**config.mk**
```make
export PLATFORM = sky130hd
export DESIGN_NAME = sd_card_responder
export DESIGN_NICKNAME = d
export VERILOG_FILES = /design/src/rtl/sd_pkg.sv /design/src/rtl/sd_crc7.sv /design/src/rtl/sd_card_responder.sv
export SDC_FILE = /design/constraint.sdc
export NUM_CORES = 1
export LEC_CHECK = 0
export ABC_AREA = 0
export CORE_MARGIN = 4
export CORE_UTILIZATION = 60
export DETAILED_ROUTE_END_ITERATION = 8
export GPL_TIMING_DRIVEN = 1
export PLACE_DENSITY = 0.81
export SLEW_MARGIN = 20
export SYNTH_ARGS = -nofsm -noshare
export SYNTH_HDL_FRONTEND = slang
export SYNTH_SLANG_ARGS = --single-unit
export TNS_END_PERCENT = 5
```
**constraint.sdc**
```tcl
create_clock -name clk -period 3 [get_ports clk]
set_input_delay 0.9 -clock clk [delete_from_list [all_inputs] [get_ports clk]]
set_output_delay 0.9 -clock clk [all_outputs]
set_load 0.01 [all_outputs]
```
**src/rtl/sd_pkg.sv**
```systemverilog
// Shared constants for the SPI-mode SD card model: command indices, R1 bit
// positions, OCR values and the responder state encoding.
package sd_pkg;

  localparam logic [5:0] CMD0   = 6'd0;
  localparam logic [5:0] CMD8   = 6'd8;
  localparam logic [5:0] CMD55  = 6'd55;
  localparam logic [5:0] CMD58  = 6'd58;
  localparam logic [5:0] ACMD41 = 6'd41;

  localparam int R1_IDLE    = 0;
  localparam int R1_ILLEGAL = 2;
  localparam int R1_CRC     = 3;

  // Bit 30 is CCS and bit 31 is the power-up-done (busy) flag.
  localparam logic [31:0] OCR_IDLE  = 32'h40FF_8000;
  localparam logic [31:0] OCR_READY = 32'hC0FF_8000;

  typedef enum logic [2:0] {
    DESELECTED,
    HUNT,
    RX_CMD,
    NCR,
    TX_RESP
  } sd_state_e;

endpackage

```
**src/rtl/sd_crc7.sv**
```systemverilog
// Serial CRC7 (x^7 + x^3 + 1), MSB first. A clear together with an enable
// restarts the CRC from zero and absorbs din in the same cycle.
module sd_crc7 (
  input  logic       clk,
  input  logic       rst_n,
  input  logic       clr,
  input  logic       en,
  input  logic       din,
  output logic [6:0] crc
);

  logic [6:0] base;
  logic [6:0] nxt;

  always_comb begin
    base = clr ? 7'h00 : crc;
    nxt  = {base[5:0], 1'b0} ^ ((din ^ base[6]) ? 7'h09 : 7'h00);
  end

  always_ff @(posedge clk or negedge rst_n) begin
    if (!rst_n) begin
      crc <= 7'h00;
    end else if (en) begin
      crc <= nxt;
    end else if (clr) begin
      crc <= 7'h00;
    end
  end

endmodule

```
**src/rtl/sd_card_responder.sv**
```systemverilog
// SPI-mode SD card model answering CMD0/CMD8/CMD55/ACMD41/CMD58 with R1/R3/R7.
// Define SD_RESPONDER_CRC_CHECK_EN to verify the CRC7 field of each command.
module sd_card_responder
  import sd_pkg::*;
#(
  parameter int INIT_ACMD41_COUNT = 2,
  parameter int NCR_BYTES         = 1
) (
  input  logic        clk,
  input  logic        rst_n,
  input  logic        cs,
  input  logic        spi_clk,
  input  logic        mosi,
  output logic        miso,
  output logic        cmd_valid,
  output logic [5:0]  cmd_index,
  output logic [31:0] cmd_arg,
  output logic        card_ready
);

  // cmd_valid is a one-clk pulse with no ready: cmd_index/cmd_arg update in
  // the same cycle and hold until the next accepted frame.
  localparam logic [3:0] INIT_CNT = 4'(INIT_ACMD41_COUNT);
  localparam logic [6:0] NCR_BITS = 7'(8 * NCR_BYTES);

  logic [1:0] cs_sync, sclk_sync, mosi_sync;
  logic       sclk_d;
  logic       cs_s, mosi_s, sclk_rise, sclk_fall;

  always_ff @(posedge clk or negedge rst_n) begin
    if (!rst_n) begin
      cs_sync   <= 2'b11;
      sclk_sync <= 2'b00;
      mosi_sync <= 2'b11;
      sclk_d    <= 1'b0;
    end else begin
      cs_sync   <= {cs_sync[0], cs};
      sclk_sync <= {sclk_sync[0], spi_clk};
      mosi_sync <= {mosi_sync[0], mosi};
      sclk_d    <= sclk_sync[1];
    end
  end

  assign cs_s      = cs_sync[1];
  assign mosi_s    = mosi_sync[1];
  assign sclk_rise = sclk_sync[1] & ~sclk_d;
  assign sclk_fall = ~sclk_sync[1] & sclk_d;

  sd_state_e   state;
  logic [5:0]  bit_cnt;
  logic [46:0] shift;
  logic [47:0] frame;
  logic [39:0] resp_sr;
  logic [5:0]  resp_left;
  logic [6:0]  ncr_left;
  logic        idle_flag, app_flag;
  logic [3:0]  acmd_cnt;

  // The frame as it stands once the bit currently being sampled is included.
  assign frame = {shift, mosi_s};

  logic [5:0]  idx;
  logic [31:0] arg;
  logic        frame_ok, crc_ok;
  logic        idle_n, ready_n, app_n, illegal, long_resp;
  logic [3:0]  cnt_n, cnt_inc;
  logic [31:0] tail;
  logic [7:0]  r1;

  always_comb begin
    idx       = frame[45:40];
    arg       = frame[39:8];
    frame_ok  = ~frame[47] & frame[46] & frame[0];
    idle_n    = idle_flag;
    ready_n   = card_ready;
    app_n     = 1'b0;
    cnt_n     = acmd_cnt;
    cnt_inc   = (acmd_cnt == 4'd15) ? 4'd15 : acmd_cnt + 4'd1;
    illegal   = 1'b0;
    long_resp = 1'b0;
    tail      = 32'h0;
    if (idx == CMD0) begin
      idle_n  = 1'b1;
      ready_n = 1'b0;
      cnt_n   = 4'd0;
    end else if (idx == CMD8) begin
      long_resp = 1'b1;
      tail      = {20'h0, arg[11:8], arg[7:0]};
    end else if (idx == CMD55) begin
      app_n = 1'b1;
    end else if (idx == ACMD41 && app_flag) begin
      cnt_n = cnt_inc;
      if (cnt_inc >= INIT_CNT) begin
        idle_n  = 1'b0;
        ready_n = 1'b1;
      end
    end else if (idx == CMD58) begin
      long_resp = 1'b1;
      tail      = card_ready ? OCR_READY : OCR_IDLE;
    end else begin
      illegal = 1'b1;
    end
    r1             = 8'h00;
    r1[R1_IDLE]    = idle_n;
    r1[R1_ILLEGAL] = illegal;
  end

`ifdef SD_RESPONDER_CRC_CHECK_EN
  logic [6:0] crc_val;
  logic       crc_clr, crc_en;
  logic [7:0] crc_r1;

  // The start bit is absorbed in HUNT, the remaining 39 CRC'd bits in RX_CMD.
  assign crc_clr = (state != RX_CMD);
  assign crc_en  = sclk_rise & ~cs_s &
                   ((state == HUNT && !mosi_s) || (state == RX_CMD && bit_cnt < 6'd40));

  sd_crc7 u_crc7 (
    .clk   (clk),
    .rst_n (rst_n),
    .clr   (crc_clr),
    .en    (crc_en),
    .din   (mosi_s),
    .crc   (crc_val)
  );

  assign crc_ok = (frame[7:1] == crc_val);

  always_comb begin
    crc_r1          = 8'h00;
    crc_r1[R1_CRC]  = 1'b1;
    crc_r1[R1_IDLE] = idle_flag;
  end
`else
  logic unused_crc_field;
  assign unused_crc_field = ^frame[7:1];
  assign crc_ok = 1'b1;
`endif

  always_ff @(posedge clk or negedge rst_n) begin
    if (!rst_n) begin
      state      <= DESELECTED;
      bit_cnt    <= 6'd0;
      shift      <= 47'h0;
      resp_sr    <= 40'h0;
      resp_left  <= 6'd0;
      ncr_left   <= 7'd0;
      miso       <= 1'b1;
      cmd_valid  <= 1'b0;
      cmd_index  <= 6'd0;
      cmd_arg    <= 32'h0;
      card_ready <= 1'b0;
      idle_flag  <= 1'b1;
      app_flag   <= 1'b0;
      acmd_cnt   <= 4'd0;
    end else begin
      cmd_valid <= 1'b0;
      if (cs_s) begin
        state <= DESELECTED;
        miso  <= 1'b1;
      end else begin
        case (state)
          DESELECTED: state <= HUNT;
          HUNT: begin
            if (sclk_fall) miso <= 1'b1;
            if (sclk_rise && !mosi_s) begin
              state   <= RX_CMD;
              bit_cnt <= 6'd1;
              shift   <= {shift[45:0], 1'b0};
            end
          end
          RX_CMD: begin
            if (sclk_fall) miso <= 1'b1;
            if (sclk_rise) begin
              shift   <= {shift[45:0], mosi_s};
              bit_cnt <= bit_cnt + 6'd1;
              if (bit_cnt == 6'd47) begin
                if (!frame_ok) begin
                  state <= HUNT;
                end else begin
                  state    <= NCR;
                  ncr_left <= NCR_BITS;
                  if (crc_ok) begin
                    cmd_valid  <= 1'b1;
                    cmd_index  <= idx;
                    cmd_arg    <= arg;
                    idle_flag  <= idle_n;
                    card_ready <= ready_n;
                    app_flag   <= app_n;
                    acmd_cnt   <= cnt_n;
                    resp_sr    <= long_resp ? {r1, tail} : {r1, 32'h0};
                    resp_left  <= long_resp ? 6'd40 : 6'd8;
                  end else begin
`ifdef SD_RESPONDER_CRC_CHECK_EN
                    resp_sr   <= {crc_r1, 32'h0};
`else
                    resp_sr   <= 40'h0;
`endif
                    resp_left <= 6'd8;
                  end
                end
              end
            end
          end
          NCR: begin
            if (sclk_fall) begin
              miso     <= 1'b1;
              ncr_left <= ncr_left - 7'd1;
              if (ncr_left == 7'd1) state <= TX_RESP;
            end
          end
          TX_RESP: begin
            if (sclk_fall && resp_left != 6'd0) begin
              miso      <= resp_sr[39];
              resp_sr   <= {resp_sr[38:0], 1'b0};
              resp_left <= resp_left - 6'd1;
            end
            // Leave on the edge that samples the last bit so a frame may follow with no gap.
            if (sclk_rise && resp_left == 6'd0) state <= HUNT;
          end
          default: state <= DESELECTED;
        endcase
      end
    end
  end

endmodule

```
==> impl_metrics.json, run 1 <==
{
  "io_pins": 46,
  "netlist_instances": 662,
  "critical_path.max_fanout": 19,
  "rsz0062_at_grt": "no",
  "synth_area_mm2": 0.007074,
  "dp_hpwl_mm": 9.123,
  "synth_cell_types": 68,
  "synthTopCellsByArea": "dfrtp_1 (56%), nand2_1 (9.6%), mux2_1 (7.3%)",
  "layout_worst_path_cycle_share_pct": 83.34,
  "ys_seq_elements": 163,
  "leakagePower_nw": 3.848,
  "worst_pin_slew_ns": 0.7396,
  "grt_pass1_wl_mm": 25.12,
  "cts_max_level": 4,
  "cp-end-kind": "register",
  "antenna_left": 0,
  "clk_pin_slew_worst_paths_ns": 0.06,
  "crit_arrival_ns": 2.86,
  "postCtsResizedCells": 0,
  "wl_per_cell_um": 16.63,
  "hold_path.class": "reg2reg",
  "grt_start_max_net_pins": 74,
  "fillers": 779,
  "initial_core_util_pct": 61.69,
  "overflow": 0,
  "syn-num-nets": 673,
  "drcViolationCount": 0,
  "slew_headroom_pct": 50.51,
  "crit_chain": "or4b_4 > nor2_4 > and3_1 > buf_4 > nand2_1 > nand2_1",
  "p_per_area_mw_per_mm2": 619.8,
  "critPathBufInv": 1,
  "period_needed_ns": 2.500,
  "grt_antenna_before_repair": 0,
  "postCtsHoldBufs": 0,
  "max_stage_delay_ns": 0.62,
  "worst_slack_ns": 0.4997,
  "yosys_warnings": 0,
  "criticalPathCategory": "reg2reg",
  "synthToLayoutAreaGrowth_pct": 16.08,
  "setup_viol": 0,
  "cpMaxStageDelayCell": "or4b_4",
  "routed_via_density": 5.758,
  "async_flop_share_pct": 100.0,
  "grt_usage_pct": 23.82,
  "drive_gt1_share_pct": 11.54,
  "slew_violations": 0,
  "crit_required_ns": 3.36,
  "firstDrtPassIters": 8,
  "synth_top_cell_area_share_pct": 55.54,
  "synth_ff_type": "dfrtp_1",
  "routabilityCongestion": 0.8111,
  "final-hold-violation-count": 0,
  "dieArea_mm2": 0.01359,
  "status": "finished, final reports clean",
  "ir_drop_v": 0.0006103,
  "crit_family": "simple AND/OR/NAND/NOR gates",
  "postSynthAreaPerCell_um2": 10.69,
  "cts_tree": "done",
  "die_x_um": 116.6,
  "placeableCoreArea_mm2": 0.01147,
  "antenna_cells": 0,
  "fp.dieH_um": 116.6,
  "clockBufferDepth": 2,
  "dp_slack_ns": 0.5449,
  "io_buffers": 45,
  "seq_area_frac_synth_pct": 57.76,
  "synth-edff-count": 0,
  "fin_skew_ns": 0.008114,
  "finalSetupTns_ns": 0,
  "vias": 4963,
  "routed_wl_mm": 14.33,
  "synth_area_leader_cell": "dfrtp_1",
  "postCtsSetupBuffers": 0,
  "clock_latency_ns": 0.42,
  "cp-start-kind": "register",
  "root_buffer": "clkbuf_16",
  "grt_pass1_vias": 5307,
  "drtIter0Drc": 387,
  "numCtsBuffers": 17,
  "cap_violations": 0,
  "fp-row-count": 39,
  "numClockSinks": 163,
  "critPathMostFrequentCell": "nand2_1",
  "max_freq_ghz": 0.4000,
  "final_nets": 717
}
registers in the layout, indices dropped and copies added (netlist names), 2 cells and up:
name and count:
cs_sync 2, resp_left 6, mosi_sync 2, acmd_cnt 4, shift 47, ncr_left 7
cmd_index 6, cmd_arg 32, state 3, bit_cnt 6, resp_sr 40, sclk_sync 2
cell families after synthesis:
logic type / Yosys count / share of synthesized area (%)
AND/OR/NAND/NOR: 264 / 17.24
AO/OA/AOI/OAI: 126 / 11.55
buffers and inverters: 47 / 3.750
adder cells (fa/ha/maj): 6 / 1.061
flip-flops: 163 / 57.76
XOR/XNOR: 8 / 0.9905
multiplexers: 48 / 7.641
cell type report:
cell class | count | area (µm²) | area share (%)
sequential | 163 | 4086 | 49.76
multi-input combinational | 452 | 2738 | 33.34
clock inverter | 11 | 90.09 | 1.097
timing repair buffer | 61 | 596.8 | 7.268
clock buffer | 21 | 480.5 | 5.851
tap | 143 | 178.9 | 2.179
inverter | 11 | 41.29 | 0.5028
synthesized netlist by cell type, drive strengths merged (6+ instances only):
| cell type | n |
|---|---|
| nand2 | 181 |
| ha | 6 |
| mux2 | 48 |
| nor3 | 7 |
| nand3 | 10 |
| a22oi | 12 |
| xnor2 | 7 |
| dfrtp | 157 |
| nor2 | 27 |
| o21ai | 56 |
| buf | 20 |
| dfstp | 6 |
| a21oi | 24 |
| clkbuf | 16 |
| inv | 11 |
| nand2b | 7 |
layer usage:
metal,GRT usage [%],share of wire [%],up-vias
li1,-,-,2352
met1,29.54,44,2464
met2,39.70,51,120
met3,6.580,4.0,27
met4,9.786,1.8,0
met5,0,0,-
worst paths after layout:
path | startpoint | end | slack (ns) | depth (start not counted)
min in group asynchronous | rst_n | ncr_left[2] | 0.49 | 1
max in group asynchronous | rst_n | cmd_arg[19] | 1.77 | 2
worst min register to register | sclk_sync[0] | sclk_sync[1] | 0.35 | 0
worst min-delay path | sclk_sync[0] | sclk_sync[1] | 0.35 | 0
worst max-delay path | state[2] | cmd_arg[23] | 0.50 | 6
worst max register to register | state[2] | cmd_arg[23] | 0.50 | 6
stage by stage:
stage	hold WS (ns)	cells	util, %	instance area [µm²]	power (mW)
floorplan	0.3312	662	-	7074	2.897
global placement	0.3415	829	66.46	7621	3.017
detailed placement	0.3371	830	66.63	7641	3.056
CTS	0.3512	862	71.61	8212	5.110
global route	0.3627	862	71.61	8212	5.314
finish	0.3485	862	71.61	8212	5.090
placed cells by master, fill, tap and decap left out, drive strengths merged, types with 3 or more instances in the layout:
master and instances:
buf 17, nand2b 7, xnor2 7, a21o 4, nor3 7, clkdlybuf4s50 44, mux2 48, nor3b 3
a2111oi 4, and3 3, a22oi 12, nand3 10, o31ai 4, clkbuf 21, dfrtp 157, nor2 27
nand2 181, or3 5, ha 6, clkinvlp 4, o21ai 56, inv 16, a21oi 24, nand3b 3
nor4 5, dfstp 6, a31oi 4
report_power, final:
| part | switching (mW) | internal, mW | total (mW) |
|---|---|---|---|
| clock | 0.899 | 1.16 | 2.06 |
| sequential | 0.143 | 2.32 | 2.46 |
| combinational | 0.339 | 0.230 | 0.569 |
Note: power is estimated with default switching activity, not from simulation.
==> run 2, diff against run 1 <==
--- a/config.mk
+++ b/config.mk
@@ -7,10 +7,10 @@
 export LEC_CHECK = 0
 export ABC_AREA = 0
 export CORE_MARGIN = 4
-export CORE_UTILIZATION = 60
+export CORE_UTILIZATION = 53
 export DETAILED_ROUTE_END_ITERATION = 8
 export GPL_TIMING_DRIVEN = 1
-export PLACE_DENSITY = 0.81
+export PLACE_DENSITY = 0.75
 export SLEW_MARGIN = 20
 export SYNTH_ARGS = -nofsm -noshare
 export SYNTH_HDL_FRONTEND = slang
==> constraint.sdc (replaced) <==
create_clock -name clk -period 2.3 [get_ports clk]
set_input_delay 0.69 -clock clk [delete_from_list [all_inputs] [get_ports clk]]
set_output_delay 0.69 -clock clk [all_outputs]
set_load 0.01 [all_outputs]
==> run 2 against run 1 <==
Compared with the run above: critical path depth is 5 lower; sequential share of layout area fell by 0.58 points; hold slack lost 0.16 ns; final cell count increased by 3.5%; die area grew 12%; design area rose by 1.2%; sequential power grew 30%; clock skew about the same; via count down 2.6%; first-iteration DRC count fell by 18%; non-clock buffer count rose by 2; largest cell class unchanged.
==> impl_metrics.json, run 2 (synthesis gave the netlist of run 1 again) <==
{
  "final_nets": 719,
  "placeableCoreArea_mm2": 0.01282,
  "crit_required_ns": 1.61,
  "routed_via_density": 5.417,
  "hold_path.class": "in2async",
  "post-route-util_pct": 64.79,
  "p_sw_mw": 1.715,
  "crit_chain": "clkdlybuf4s50_1",
  "grt_pass1_wl_mm": 24.07,
  "p_per_area_mw_per_mm2": 810.5,
  "drcViolationCount": 0,
  "final_cell_mix": "nand2_1 (180), dfrtp_1 (157), mux2_1 (46)",
  "worst_pin_slew_ns": 0.8183,
  "postCtsSetupBuffers": 0,
  "numCtsBuffers": 17,
  "antenna_cells": 0,
  "final_common_cell": "nand2_1",
  "slew_headroom_pct": 45.25,
  "routed_wl_mm": 13.74,
  "worst_slack_ns": 0.1154,
  "regToRegStartpoint": "mosi_sync[1]",
  "reg_top3": "shift x47, resp_sr x40, cmd_arg x32",
  "numClockSinks": 163,
  "regArea_mm2": 0.004086,
  "p_clk_share_pct": 41.1,
  "fp.dieH_um": 123.5,
  "fillers": 1005,
  "clock_latency_ns": 0.42,
  "initial_core_util_pct": 55.16,
  "synthToLayoutAreaGrowth_pct": 17.46,
  "critPathBufInv": 1,
  "startpoint": "miso",
  "postCtsResizedCells": 0,
  "grt_antenna_before_repair": 0,
  "swShare_pct": 25.46,
  "largest_reg_flops": 47,
  "cpMaxStageDelayCell": "dfstp_2",
  "postCtsHoldBufs": 0,
  "routabilityCongestion": 0.8185,
  "rsz0062_at_grt": "no",
  "grt_usage_pct": 20.00,
  "root_buffer": "clkbuf_16",
  "clk_pin_slew_worst_paths_ns": 0.06,
  "cp-end-kind": "output port",
  "crit_family": "flip-flops",
  "io_pins": 46,
  "fin_skew_ns": 0.008210,
  "cts_max_level": 4,
  "max_freq_ghz": 0.4577,
  "final-hold-violation-count": 0,
  "critical_path.max_fanout": 3,
  "combinationalPowerShare_pct": 11.5,
  "dieArea_mm2": 0.01526,
  "dp_hpwl_mm": 8.823,
  "clockBufferDepth": 2,
  "grt_start_max_net_pins": 65,
  "crit_arrival_ns": 1.49,
  "hold_ws_ns": 0.1911,
  "slew_violations": 0,
  "leakagePower_nw": 3.877,
  "die_x_um": 123.5,
  "setup_viol": 0,
  "antenna_left": 0,
  "overflow": 0,
  "p_seq_share_pct": 47.4,
  "power.internal_mw": 5.020,
  "grt_pass1_vias": 4971,
  "firstDrtPassIters": 4,
  "multi_input_area_mm2": 0.002738,
  "cap_violations": 0,
  "cts_tree": "done",
  "layout_worst_path_cycle_share_pct": 94.98,
  "top_register": "shift",
  "wl_per_cell_um": 15.40,
  "cp-start-kind": "register",
  "max_stage_delay_ns": 0.54,
  "finalSetupTns_ns": 0,
  "drtIter0Drc": 316,
  "dp_slack_ns": 0.1931,
  "fp-row-count": 41,
  "period_needed_ns": 2.185,
  "ir_drop_v": 0.0005681,
  "drive_gt1_share_pct": 11.25,
  "io_buffers": 45,
  "criticalPathCategory": "reg2out",
  "totalPowerFinal_mw": 6.735,
  "status": "finished, final reports clean",
  "vias": 4832
}
==> run 2: power groups by stage <==
stage	logic, mW	registers, mW	clock network [mW]
finish	0.776	3.19	2.77
floorplan	0.605	3.17	0
CTS	0.783	3.19	2.82
global route	0.881	3.22	2.95
global placement	0.747	3.23	0
detailed placement	0.770	3.24	0
==> run 2: worst paths after layout <==
kind	cells after the start	endpoint	slack, ns
worst max-delay path	1	miso	0.12
worst min-delay path	1	ncr_left[4]	0.19
worst max register to register	5	ncr_left[6]	0.18
worst min register to register	0	sclk_sync[1]	0.35
max in group asynchronous	2	cmd_arg[11]	1.48
min in group clk	0	sclk_sync[1]	0.35
==> run 2: final cells by class <==
cell class,count,share of cell area [%]
repair buffers,63,7.815
multi-input cells,452,32.95
well taps,172,2.590
flip-flops and latches,163,49.18
inverters,11,0.4969
clock inverters,8,1.220
clock buffers,23,5.752
==> run 2: layer usage <==
layer	vias up	GRT usage [%]	wire, µm
met3	18	4.437	520
met1	2379	27.09	6240
met5	-	0	0
li1	2352	-	-
met4	0	7.405	177
met2	83	31.84	6797
==> run 2: metrics by stage <==
step,instance area (µm²),cells
after floorplan,7074,662
after global placement,7730,861
after detailed placement,7730,861
after CTS,8309,892
after global routing,8309,892
final,8309,892
==> run 2: worst reg2reg max path, stage by stage, from the launching register on <==
cell and delay [ns]:
dfstp_2 0.58, nand3b_1 0.12, or4_4 0.59, a2111oi_4 0.45
nand3b_1 0.12, a21oi_1 0.17
==> run 3, diff against run 2 <==
--- a/config.mk
+++ b/config.mk
@@ -14,5 +14,6 @@
 export SLEW_MARGIN = 20
 export SYNTH_ARGS = -nofsm -noshare
 export SYNTH_HDL_FRONTEND = slang
+export SYNTH_HIERARCHICAL = 1
 export SYNTH_SLANG_ARGS = --single-unit
 export TNS_END_PERCENT = 5
==> results of run 3 <==
Final layout, timing and power as in run 2 (identical DEF).
Main changes from that run: Yosys warning count 0 -> 6
